--- config.mk ---
export PLATFORM = sky130hd
export DESIGN_NAME = dual_issue_scheduler_flat
export DESIGN_NICKNAME = d
export VERILOG_FILES = /design/src/rtl/scheduler_pkg.sv /design/src/rtl/dual_issue_scheduler_if.sv /design/src/rtl/reg_scoreboard.sv /design/src/rtl/dual_issue_scheduler.sv /design/src/flat_wrapper.sv
export SDC_FILE = /design/constraint.sdc
export NUM_CORES = 1
export LEC_CHECK = 0
export ABC_AREA = 1
export BUFFER_PORTS_ARGS = -buffer_cell sky130_fd_sc_hd__buf_2
export CORE_MARGIN = 2
export CORE_UTILIZATION = 40
export DETAILED_ROUTE_END_ITERATION = 10
export PLACE_DENSITY = 0.78
export SKIP_CTS_REPAIR_TIMING = 1
export SYNTH_ARGS = -nofsm -noshare
export SYNTH_HDL_FRONTEND = slang
export SYNTH_HIERARCHICAL = 1
export SYNTH_SLANG_ARGS = --single-unit
--- constraint.sdc ---
create_clock -name clk -period 4.7 [get_ports clk]
set_input_delay 1.41 -clock clk [delete_from_list [all_inputs] [get_ports clk]]
set_output_delay 1.41 -clock clk [all_outputs]
set_load 0.02 [all_outputs]
--- src/rtl/scheduler_pkg.sv ---
// Shared types, opcodes and the RV32I decode helper for the dual-issue scheduler.
// Optional feature macro used by the top: SCHED_PERF_CNT_EN.
package scheduler_pkg;

   localparam int unsigned NUM_REGS = 32;
   localparam int unsigned REG_AW   = $clog2(NUM_REGS);
   localparam int unsigned PERF_W   = 32;
   localparam int unsigned INSTR_W  = 32;

   localparam logic [6:0] OP_LOAD   = 7'b0000011;
   localparam logic [6:0] OP_STORE  = 7'b0100011;
   localparam logic [6:0] OP_BRANCH = 7'b1100011;
   localparam logic [6:0] OP_JAL    = 7'b1101111;
   localparam logic [6:0] OP_JALR   = 7'b1100111;
   localparam logic [6:0] OP_OP     = 7'b0110011;
   localparam logic [6:0] OP_IMM    = 7'b0010011;
   localparam logic [6:0] OP_LUI    = 7'b0110111;
   localparam logic [6:0] OP_AUIPC  = 7'b0010111;

   typedef enum logic {RUN = 1'b0, CTRL_WAIT = 1'b1} sched_state_e;

   typedef struct packed {
      logic [REG_AW-1:0] rd;
      logic [REG_AW-1:0] rs1;
      logic [REG_AW-1:0] rs2;
      logic              uses_rs1;
      logic              uses_rs2;
      logic              writes_rd;
      logic              is_mem;
      logic              is_ctrl;
   } decoded_t;

   // Register usage per opcode; unknown opcodes touch no registers
   function automatic decoded_t decode(input logic [INSTR_W-1:0] instr);
      decoded_t d;
      logic     unused_bits;
      d           = '0;
      unused_bits = ^{instr[31:25], instr[14:12]};
      d.rd        = instr[11:7];
      d.rs1       = instr[19:15];
      d.rs2       = instr[24:20];
      case (instr[6:0])
         OP_LOAD:   begin d.uses_rs1 = 1'b1; d.writes_rd = 1'b1; d.is_mem = 1'b1; end
         OP_STORE:  begin d.uses_rs1 = 1'b1; d.uses_rs2 = 1'b1; d.is_mem = 1'b1; end
         OP_BRANCH: begin d.uses_rs1 = 1'b1; d.uses_rs2 = 1'b1; d.is_ctrl = 1'b1; end
         OP_JAL:    begin d.writes_rd = 1'b1; d.is_ctrl = 1'b1; end
         OP_JALR:   begin d.uses_rs1 = 1'b1; d.writes_rd = 1'b1; d.is_ctrl = 1'b1; end
         OP_OP:     begin d.uses_rs1 = 1'b1; d.uses_rs2 = 1'b1; d.writes_rd = 1'b1; end
         OP_IMM:    begin d.uses_rs1 = 1'b1; d.writes_rd = 1'b1; end
         OP_LUI,
         OP_AUIPC:  d.writes_rd = 1'b1;
         default:   ;
      endcase
      return d;
   endfunction

endpackage

--- src/rtl/dual_issue_scheduler_if.sv ---
// Fetch-buffer, writeback and issue-lane signals of the dual-issue scheduler.
interface dual_issue_scheduler_if;
   import scheduler_pkg::*;

   logic                nothing_filled;
   logic [INSTR_W-1:0]  instruction0;
   logic [INSTR_W-1:0]  instruction1;
   logic                freeze1;
   logic                freeze2;
   logic                dependency_on_ins2;
   logic                ex_stall;
   logic                wb0_valid;
   logic [REG_AW-1:0]   wb0_rd;
   logic                wb1_valid;
   logic [REG_AW-1:0]   wb1_rd;
   logic                branch_resolved;
   logic                issue0_valid;
   logic [INSTR_W-1:0]  issue0_instr;
   logic                issue1_valid;
   logic [INSTR_W-1:0]  issue1_instr;
   logic [PERF_W-1:0]   perf_dual;
   logic [PERF_W-1:0]   perf_single;
   logic [PERF_W-1:0]   perf_stall;

   modport master (
      output nothing_filled, instruction0, instruction1, ex_stall,
             wb0_valid, wb0_rd, wb1_valid, wb1_rd, branch_resolved,
      input  freeze1, freeze2, dependency_on_ins2,
             issue0_valid, issue0_instr, issue1_valid, issue1_instr,
             perf_dual, perf_single, perf_stall
   );

   modport slave (
      input  nothing_filled, instruction0, instruction1, ex_stall,
             wb0_valid, wb0_rd, wb1_valid, wb1_rd, branch_resolved,
      output freeze1, freeze2, dependency_on_ins2,
             issue0_valid, issue0_instr, issue1_valid, issue1_instr,
             perf_dual, perf_single, perf_stall
   );

endinterface

--- src/rtl/reg_scoreboard.sv ---
// Pending-destination scoreboard with writeback bypass on the read view; x0 never pending.
module reg_scoreboard
   import scheduler_pkg::*;
(
   input  logic                clk,
   input  logic                rst_n,
   input  logic                clr0_en,
   input  logic [REG_AW-1:0]   clr0_idx,
   input  logic                clr1_en,
   input  logic [REG_AW-1:0]   clr1_idx,
   input  logic                set0_en,
   input  logic [REG_AW-1:0]   set0_idx,
   input  logic                set1_en,
   input  logic [REG_AW-1:0]   set1_idx,
   output logic [NUM_REGS-1:0] view_c
);

   localparam logic [NUM_REGS-1:0] X0_MASK = NUM_REGS'(1);

   logic [NUM_REGS-1:0] pending;
   logic [NUM_REGS-1:0] pending_next;
   logic [NUM_REGS-1:0] clr_mask;
   logic [NUM_REGS-1:0] set_mask;

   // Clears apply first, then sets, so an issue wins over a same-cycle writeback
   always_comb begin
      clr_mask = '0;
      set_mask = '0;
      if (clr0_en) clr_mask[clr0_idx] = 1'b1;
      if (clr1_en) clr_mask[clr1_idx] = 1'b1;
      if (set0_en) set_mask[set0_idx] = 1'b1;
      if (set1_en) set_mask[set1_idx] = 1'b1;
      pending_next = ((pending & ~clr_mask) | set_mask) & ~X0_MASK;
      view_c       = pending & ~clr_mask & ~X0_MASK;
   end

   always_ff @(posedge clk or negedge rst_n) begin
      if (!rst_n) pending <= '0;
      else        pending <= pending_next;
   end

endmodule

--- src/rtl/dual_issue_scheduler.sv ---
// Dual-issue stage: picks 0/1/2 instructions per cycle from the fetch buffer using a register scoreboard.
// Optional: SCHED_PERF_CNT_EN enables saturating dual/single/stall cycle counters.
module dual_issue_scheduler
   import scheduler_pkg::*;
(
   input  logic                   clk,
   input  logic                   rst_n,
   dual_issue_scheduler_if.slave  bus
);

   sched_state_e        state;
   sched_state_e        next_state;
   decoded_t            d0;
   decoded_t            d1;
   logic [NUM_REGS-1:0] view;
   logic                pend0;
   logic                pend1;
   logic                raw;
   logic                waw;
   logic                blocked0;
   logic                single;
   logic                issue0;
   logic                issue1;

   reg_scoreboard u_sb (
      .clk      (clk),
      .rst_n    (rst_n),
      .clr0_en  (bus.wb0_valid),
      .clr0_idx (bus.wb0_rd),
      .clr1_en  (bus.wb1_valid),
      .clr1_idx (bus.wb1_rd),
      .set0_en  (issue0 && d0.writes_rd && (d0.rd != '0)),
      .set0_idx (d0.rd),
      .set1_en  (issue1 && d1.writes_rd && (d1.rd != '0)),
      .set1_idx (d1.rd),
      .view_c   (view)
   );

   // Issue decision and FSM next state
   always_comb begin
      d0       = decode(bus.instruction0);
      d1       = decode(bus.instruction1);
      pend0    = (d0.uses_rs1 && view[d0.rs1]) || (d0.uses_rs2 && view[d0.rs2]);
      pend1    = (d1.uses_rs1 && view[d1.rs1]) || (d1.uses_rs2 && view[d1.rs2]);
      raw      = d0.writes_rd && (d0.rd != '0) &&
                 ((d1.uses_rs1 && (d1.rs1 == d0.rd)) || (d1.uses_rs2 && (d1.rs2 == d0.rd)));
      waw      = d0.writes_rd && d1.writes_rd && (d0.rd != '0) && (d0.rd == d1.rd);
      blocked0 = bus.nothing_filled || bus.ex_stall || (state == CTRL_WAIT) ||
                 (bus.instruction0 == '0) || pend0;
      single   = (bus.instruction1 == '0) || pend1 || raw || waw ||
                 (d0.is_mem && d1.is_mem) || d0.is_ctrl || d1.is_ctrl;
      issue0   = !blocked0;
      issue1   = !blocked0 && !single;

      next_state = state;
      case (state)
         RUN:       if (issue0 && d0.is_ctrl) next_state = CTRL_WAIT;
         CTRL_WAIT: if (bus.branch_resolved)  next_state = RUN;
         default:   next_state = RUN;
      endcase
   end

   assign bus.freeze1            = blocked0 && !bus.nothing_filled;
   assign bus.dependency_on_ins2 = issue0 && single;
   assign bus.freeze2            = bus.freeze1 || (state == CTRL_WAIT) || (issue0 && d0.is_ctrl);

   always_ff @(posedge clk or negedge rst_n) begin
      if (!rst_n) begin
         state            <= RUN;
         bus.issue0_valid <= 1'b0;
         bus.issue0_instr <= '0;
         bus.issue1_valid <= 1'b0;
         bus.issue1_instr <= '0;
      end else begin
         state            <= next_state;
         bus.issue0_valid <= issue0;
         bus.issue0_instr <= issue0 ? bus.instruction0 : '0;
         bus.issue1_valid <= issue1;
         bus.issue1_instr <= issue1 ? bus.instruction1 : '0;
      end
   end

`ifdef SCHED_PERF_CNT_EN
   localparam logic [PERF_W-1:0] PERF_MAX = '1;

   always_ff @(posedge clk or negedge rst_n) begin
      if (!rst_n) begin
         bus.perf_dual   <= '0;
         bus.perf_single <= '0;
         bus.perf_stall  <= '0;
      end else begin
         if (issue1 && (bus.perf_dual != PERF_MAX))
            bus.perf_dual <= bus.perf_dual + PERF_W'(1);
         if (bus.dependency_on_ins2 && (bus.perf_single != PERF_MAX))
            bus.perf_single <= bus.perf_single + PERF_W'(1);
         if (bus.freeze1 && (bus.perf_stall != PERF_MAX))
            bus.perf_stall <= bus.perf_stall + PERF_W'(1);
      end
   end
`else
   assign bus.perf_dual   = '0;
   assign bus.perf_single = '0;
   assign bus.perf_stall  = '0;
`endif

endmodule

--- src/flat_wrapper.sv ---
// flat-port wrapper written by rule: the top's interface ports become plain ports
module dual_issue_scheduler_flat import scheduler_pkg::*;
  (clk, rst_n, bus_nothing_filled, bus_instruction0, bus_instruction1, bus_ex_stall, bus_wb0_valid, bus_wb0_rd, bus_wb1_valid, bus_wb1_rd, bus_branch_resolved, bus_freeze1, bus_freeze2, bus_dependency_on_ins2, bus_issue0_valid, bus_issue0_instr, bus_issue1_valid, bus_issue1_instr, bus_perf_dual, bus_perf_single, bus_perf_stall);
  dual_issue_scheduler_if bus_i ();
  input  logic clk;
  input  logic rst_n;
  input wire logic [$bits(bus_i.nothing_filled)-1:0] bus_nothing_filled;
  input wire logic [$bits(bus_i.instruction0)-1:0] bus_instruction0;
  input wire logic [$bits(bus_i.instruction1)-1:0] bus_instruction1;
  input wire logic [$bits(bus_i.ex_stall)-1:0] bus_ex_stall;
  input wire logic [$bits(bus_i.wb0_valid)-1:0] bus_wb0_valid;
  input wire logic [$bits(bus_i.wb0_rd)-1:0] bus_wb0_rd;
  input wire logic [$bits(bus_i.wb1_valid)-1:0] bus_wb1_valid;
  input wire logic [$bits(bus_i.wb1_rd)-1:0] bus_wb1_rd;
  input wire logic [$bits(bus_i.branch_resolved)-1:0] bus_branch_resolved;
  output wire logic [$bits(bus_i.freeze1)-1:0] bus_freeze1;
  output wire logic [$bits(bus_i.freeze2)-1:0] bus_freeze2;
  output wire logic [$bits(bus_i.dependency_on_ins2)-1:0] bus_dependency_on_ins2;
  output wire logic [$bits(bus_i.issue0_valid)-1:0] bus_issue0_valid;
  output wire logic [$bits(bus_i.issue0_instr)-1:0] bus_issue0_instr;
  output wire logic [$bits(bus_i.issue1_valid)-1:0] bus_issue1_valid;
  output wire logic [$bits(bus_i.issue1_instr)-1:0] bus_issue1_instr;
  output wire logic [$bits(bus_i.perf_dual)-1:0] bus_perf_dual;
  output wire logic [$bits(bus_i.perf_single)-1:0] bus_perf_single;
  output wire logic [$bits(bus_i.perf_stall)-1:0] bus_perf_stall;
  assign bus_i.nothing_filled = bus_nothing_filled;
  assign bus_i.instruction0 = bus_instruction0;
  assign bus_i.instruction1 = bus_instruction1;
  assign bus_i.ex_stall = bus_ex_stall;
  assign bus_i.wb0_valid = bus_wb0_valid;
  assign bus_i.wb0_rd = bus_wb0_rd;
  assign bus_i.wb1_valid = bus_wb1_valid;
  assign bus_i.wb1_rd = bus_wb1_rd;
  assign bus_i.branch_resolved = bus_branch_resolved;
  assign bus_freeze1 = bus_i.freeze1;
  assign bus_freeze2 = bus_i.freeze2;
  assign bus_dependency_on_ins2 = bus_i.dependency_on_ins2;
  assign bus_issue0_valid = bus_i.issue0_valid;
  assign bus_issue0_instr = bus_i.issue0_instr;
  assign bus_issue1_valid = bus_i.issue1_valid;
  assign bus_issue1_instr = bus_i.issue1_instr;
  assign bus_perf_dual = bus_i.perf_dual;
  assign bus_perf_single = bus_i.perf_single;
  assign bus_perf_stall = bus_i.perf_stall;
  dual_issue_scheduler u_core (.clk(clk), .rst_n(rst_n), .bus(bus_i));
endmodule
==> results of run 1 <==
-- cells in the mapped netlist --
| master | n | area (sq um) |
|---|---|---|
| nand2_1 | 263 | 987 |
| nor2_1 | 176 | 661 |
| nand3_1 | 153 | 766 |
| inv_1 | 141 | 529 |
| buf_4 | 100 | 751 |
| dfrtp_1 | 98 | 2450 |
| nor2_4 | 33 | 372 |
| nor3_1 | 15 | 75.1 |
| nand3_2 | 13 | 130 |
| buf_2 | 11 | 55.1 |
| nand4_1 | 10 | 62.6 |
| a21oi_1 | 8 | 40.0 |
| o211ai_1 | 8 | 60.1 |
| buf_6 | 7 | 78.8 |
| inv_2 | 7 | 26.3 |
| o21ai_0 | 6 | 30.0 |
| xnor2_1 | 6 | 52.6 |
| xor2_1 | 5 | 43.8 |
| nand2_2 | 4 | 25.0 |
| buf_12 | 3 | 60.1 |
| nand2_4 | 3 | 33.8 |
| nor2_2 | 3 | 18.8 |
| nor4_1 | 3 | 18.8 |
| o21ai_1 | 3 | 15.0 |
| clkbuf_2 | 2 | 10.0 |
| conb_1 | 2 | 7.51 |
| inv_4 | 2 | 12.5 |
| nor3_4 | 2 | 32.5 |
| or2_0 | 2 | 12.5 |
| a2111oi_0 | 1 | 8.76 |
| and2_1 | 1 | 6.26 |
| clkinv_1 | 1 | 3.75 |
| nand2_8 | 1 | 20.0 |
| nand3b_1 | 1 | 7.51 |
| nor2_8 | 1 | 20.0 |
| nor2b_1 | 1 | 6.26 |
| nor4_2 | 1 | 12.5 |
| or2_2 | 1 | 6.26 |
-- worst min-delay path, stage by stage (launching register included) --
cell and delay (ns):
dfrtp_1 0.34, nand3_2 0.10, nand2_1 0.08
-- final cells by class --
cell class / count / area (sq um) / area share, %
sequential: 98 / 2450 / 25.9
antenna: 1 / 2.50 / 0.0264
inverter: 151 / 603 / 6.37
clock buffer: 10 / 239 / 2.53
multi-input combinational: 821 / 4240 / 44.8
clock inverter: 6 / 53.8 / 0.568
timing repair buffer: 244 / 1590 / 16.8
tap: 234 / 293 / 3.09
-- path summary, 6_finish.rpt --
path                                                   start                                    end  cells past startpoint
setup / recovery                               bus_wb1_rd[2]                            bus_freeze2                     16
hold reg to reg            u_core/u_sb/pending[22]$_DFF_PN0_      u_core/u_sb/pending[22]$_DFF_PN0_                      2
min in group asynchronous                              rst_n  u_core/bus.issue0_instr[19]$_DFF_PN0_                      1
setup reg to reg           u_core/u_sb/pending[11]$_DFF_PN0_      u_core/u_sb/pending[30]$_DFF_PN0_                     17
max in group asynchronous                              rst_n   u_core/bus.issue0_instr[3]$_DFF_PN0_                      2
hold / removal             u_core/u_sb/pending[22]$_DFF_PN0_      u_core/u_sb/pending[22]$_DFF_PN0_                      2
-- cell families (layout without fill, tap and decap cells) --
logic type	count (synthesis)	after routing	synth area share [%]
and+or+nand+nor	687	687	43.6
buffers and inverters	274	411	20.3
DFF	98	98	32.7
AOI/OAI and AO/OA	26	26	2.05
xor gates and xnor gates	11	11	1.28
other	2	98	0.100
-- layer usage --
metal / track usage (%) / vias up / part of all wire [%] / wire length, um
met5: 0 / - / 0.044 / 11
met4: 9.79 / 2 / 3.2 / 811
met3: 5.23 / 66 / 8.4 / 2110
met2: 40.0 / 419 / 47 / 11900
met1: 31.1 / 3575 / 41 / 10300
li1: - / 3657 / - / -
-- sequential cells by signal, indices dropped and copies added, names as in the netlist --
register	count
u_core/bus.issue0_valid	1
u_core/state	1
u_core/bus.issue1_instr	32
u_core/u_sb/pending	31
u_core/bus.issue1_valid	1
u_core/bus.issue0_instr	32
-- metrics by stage --
stage	power [mW]	cell area (sq um)	TNS, ns	std cells
3_5_place_dp	1.41	8520	-0.422	1529
5_1_grt	2.30	9460	-0.299	1564
2_1_floorplan	1.29	7870	0	1193
6_report	2.20	9460	0	1565
4_1_cts	2.16	8820	-0.452	1545
3_3_place_gp	1.40	8520	-0.372	1529
-- power by group through the flow --
stage	Clock, mW	Combinational (mW)	Sequential, mW
final	0.750	0.563	0.885
after floorplan	0	0.354	0.933
after CTS	0.769	0.507	0.884
after detailed placement	0	0.505	0.900
after global placement	0	0.502	0.900
after global routing	0.805	0.609	0.887
==> impl_metrics.toml, run 1 <==
[critical_path]
worst_ep_required_time_ns = 3.29
worst_ep_arrival_time_ns = 3.28
crit_buf_inv = 4
startpoint_type = "input port"
crit_family = "simple AND/OR/NAND/NOR gates"
cp_slowest_stage_delay_ns = 0.21
crit_chain = "buf_8 -> clkinvlp_4 -> nor2_4 -> nand2_1 -> nand3_1 -> inv_2 -> or2_0 -> nand3_1 -> nand3_1 -> nand3_1 -> nand3_2 -> nand3_4 -> nand3_4 -> nand2_4 -> nand3_2 -> buf_6"
slowest_stage = "or2_0"
reg2reg_setup_slack_ns = 1.81
path_class = "in -> out"
critPathCaptureType = "output port"
path_common_cell = "nand3_1"
crit_fanout = 4

[drt]
dr.pass1.iters = 7
drt_iter0_drc = 869
via_per_inst = 4.93
via_count = 7719
drc = 0
wl_per_cell_um = 16.1
wl_um = 25200
antenna_left = 0

[floorplanning]
die_y_um = 141
rows = 50
core-area_sq_um = 18600
initial_core_util_pct = 40.4
die_w_um = 141
io_pins = 246
dieArea_sq_um = 19900

[logic_synthesis]
yosys_warnings = 6
ys_seq_area_share_pct = 32.7
ys_ff_latch = 98
syn_avg_cell_area_sq_um = 6.84
syn_area_sq_um = 7510
synth_cells = 1098
ys_types = 38

[timing]
setup_viol = 0
max_freq_ghz = 0.213
whs_ns = 0.557
period_share_pct = 99.7
relSlewSlack_pct = 40.9
hold_viol_final = 0
final.setup_skew_ns = 0.0142
maxSlewViolCount = 0
rsz0062_at_grt = "yes"
fin_crit_ns = 4.69
fin_ws_ns = 0.0120
worst_pin_slew_ns = 0.886

[final_layout]
syn_to_final_growth_pct = 26.0
fillers = 1839
finalCoreUtilization_pct = 50.9
layout-drive-gt1-share_pct = 32.6
layout.nets = 1406
final_common_cell = "nand2_1"
final_cell_mix = "243 x nand2_1, 165 x nor2_1, 135 x buf_2"

[cts]
clkTransAtPathRegs_ns = 0.07
cts_tree = "built"
clockBufferDepth = 2
cts_inserted_buffers = 9
clockRootBuffer = "clkbuf_16"
clock_latency_ns = 0.37
clock-sinks = 98
htree_levels = 3

[job]
maxCapViolCount = 0

[power]
clkPwrFrac_pct = 34.1
power_frac_comb_pct = 25.6
p_per_area_nw_per_um2 = 232
p_leak_nw = 5.10
p_seq_share_pct = 40.3
p_switching_uw = 766
p_sw_share_pct = 34.9
p_int_mw = 1.43
ir_worst_vdd_mv = 0.181

[global_routing]
first_global_vias = 6978
grt_overflow = 0
antenna_found_initial = 2
grt_pass1_wl_um = 37200
track_usage_pct = 24.3
grt_max_degree = 68

[status]
outcome = "finished, final reports clean"

[placed_design]
place_hpwl_um = 18900
post-place-ws_ns = -0.179
gp_congestion = 0.991
port_buffers = 149

[min_path]
worstHoldPathType = "reg -> reg"
Power figures use the tool's default switching activity.
==> inputs of run 2 (changes only) <==
Settings changed: CORE_ASPECT_RATIO set to 2, CTS_CLUSTER_DIAMETER set to 80.
==> impl_metrics.toml, run 2 (synthesized netlist as in run 1, its figures left out) <==
[status]
outcome = "finished with violations"
violations = "setup timing"

[critical_path]
slowest_stage = "clkbuf_4"
worst_ep_arrival_time_ns = 3.35
cp_slowest_stage_delay_ns = 0.15
path_class = "in -> out"
critPathCaptureType = "output port"
path_common_cell = "nand3_1"
crit_chain = "clkbuf_4 -> nand2_1 -> nor2_1 -> buf_4 -> nand2_1 -> nand3_1 -> inv_2 -> inv_1 -> nand2_1 -> nand3_1 -> nand3_1 -> nand3_1 -> nand3_4 -> nand3_4 -> buf_6 -> nand4_1 -> nand3_1 -> buf_6"
worst_ep_required_time_ns = 3.29
crit_fanout = 5
startpoint_type = "input port"
crit_family = "simple AND/OR/NAND/NOR gates"
crit_buf_inv = 6

[final_layout]
final_cell_mix = "257 x nand2_1, 165 x nor2_1, 140 x buf_2"
finalCoreUtilization_pct = 50.1
final_area_sq_um = 9170
layout.nets = 1398
syn_to_final_growth_pct = 22.1
fin_cells = 1538
reg_top3 = "u_core/bus.issue0_instr x32, u_core/bus.issue1_instr x32, u_core/u_sb/pending x31"
num_antenna_cells = 0
layout-drive-gt1-share_pct = 30.2
final_common_cell = "nand2_1"

[floorplanning]
die_w_um = 101
die_y_um = 198
rows = 70
dieArea_sq_um = 20000
io_pins = 246
core-area_sq_um = 18300
initial_core_util_pct = 41.0

[min_path]
worstHoldPathType = "reg -> reg"

[drt]
drt_iter0_drc = 470
wl_met3_um = 1310
wl_met1_um = 8040
drc = 0
dr.pass1.iters = 5
via_count = 7685
wl_um = 26000
antenna_left = 0
via_per_inst = 5.00
wl_per_cell_um = 16.9
dr.max_layer_used = "met5"
route.met2.wl_um = 14100

[placed_design]
place_inst = 1512
detailed_place.area_sq_um = 8530
gp_congestion = 1.05
port_buffers = 149
place_hpwl_um = 20700

[timing]
period_share_pct = 101
final.setup_skew_ns = 0.00972
setup_viol = 1
fin_crit_ns = 4.76
relSlewSlack_pct = 34.8
fin_ws_ns = -0.0624
rsz0062_at_grt = "yes"
hold_viol_final = 0
worst_pin_slew_ns = 0.978
maxSlewViolCount = 0
max_freq_ghz = 0.210

[global_routing]
antenna_found_initial = 1
grt_max_degree = 77
grt_overflow = 0
first_global_vias = 7048
grt_pass1_wl_um = 38100
track_usage_pct = 25.7

[cts]
clock_latency_ns = 0.36
cts_inserted_buffers = 9
cts_tree = "built"
clkTransAtPathRegs_ns = 0.07
clock-sinks = 98
clockRootBuffer = "clkbuf_16"
htree_levels = 3
clockBufferDepth = 2

[power]
p_leak_nw = 5.00
ir_worst_vdd_mv = 0.159
p_per_area_nw_per_um2 = 236

[job]
maxCapViolCount = 0
[run 2: metal layers]
metal	global-route usage, %	up-vias
met5	0	-
met4	21.5	2
met3	3.18	112
met2	48.2	374
met1	23.5	3565
li1	-	3632
[run 2: worst paths after layout]
path / start / end / slack, ns / cells past startpoint
max in group asynchronous: rst_n / u_core/u_sb/pending[24]$_DFF_PN0_ / 2.60 / 2
min in group asynchronous: rst_n / u_core/bus.issue1_instr[11]$_DFF_PN0_ / 1.21 / 1
worst min register to register: u_core/u_sb/pending[15]$_DFF_PN0_ / u_core/u_sb/pending[15]$_DFF_PN0_ / 0.54 / 2
worst min-delay path: u_core/u_sb/pending[15]$_DFF_PN0_ / u_core/u_sb/pending[15]$_DFF_PN0_ / 0.54 / 2
worst max register to register: u_core/u_sb/pending[30]$_DFF_PN0_ / u_core/u_sb/pending[29]$_DFF_PN0_ / 1.72 / 20
worst max-delay path: bus_wb1_rd[3] / bus_freeze2 / -0.06 / 18
[run 2: layout make-up]
type	instances	area, sq um
Sequential cell	98	2450
Fill cell	1842	9140
Multi-Input combinational cell	821	4070
Timing Repair Buffer	236	1500
Clock inverter	6	67.6
Tap cell	216	270
Clock buffer	10	229
Inverter	151	584
[run 2: per-stage QoR]
| step | power [mW] | hold slack (ns) | TNS [ns] | setup slack [ns] |
|---|---|---|---|---|
| floorplan | 1.29 | 0.473 | 0 | 0.325 |
| global placement | 1.40 | 0.496 | -0.320 | -0.125 |
| finish | 2.17 | 0.542 | -0.0624 | -0.0624 |
| detailed placement | 1.41 | 0.501 | -0.361 | -0.148 |
| CTS | 2.14 | 0.519 | -0.386 | -0.156 |
| global route | 2.25 | 0.580 | -0.330 | -0.166 |
[run 2: power by group]
group,switching (mW),internal [mW]
logic,0.382,0.160
clock network,0.327,0.413
registers,0.00900,0.875
total,0.718,1.45
[run 2: worst min-delay path, delay by kind of cell (launching register included)]
| kind | cells | cell delay (ns) |
|---|---|---|
| AND/OR/NAND/NOR | 2 | 0.18 |
| flip-flops | 1 | 0.33 |
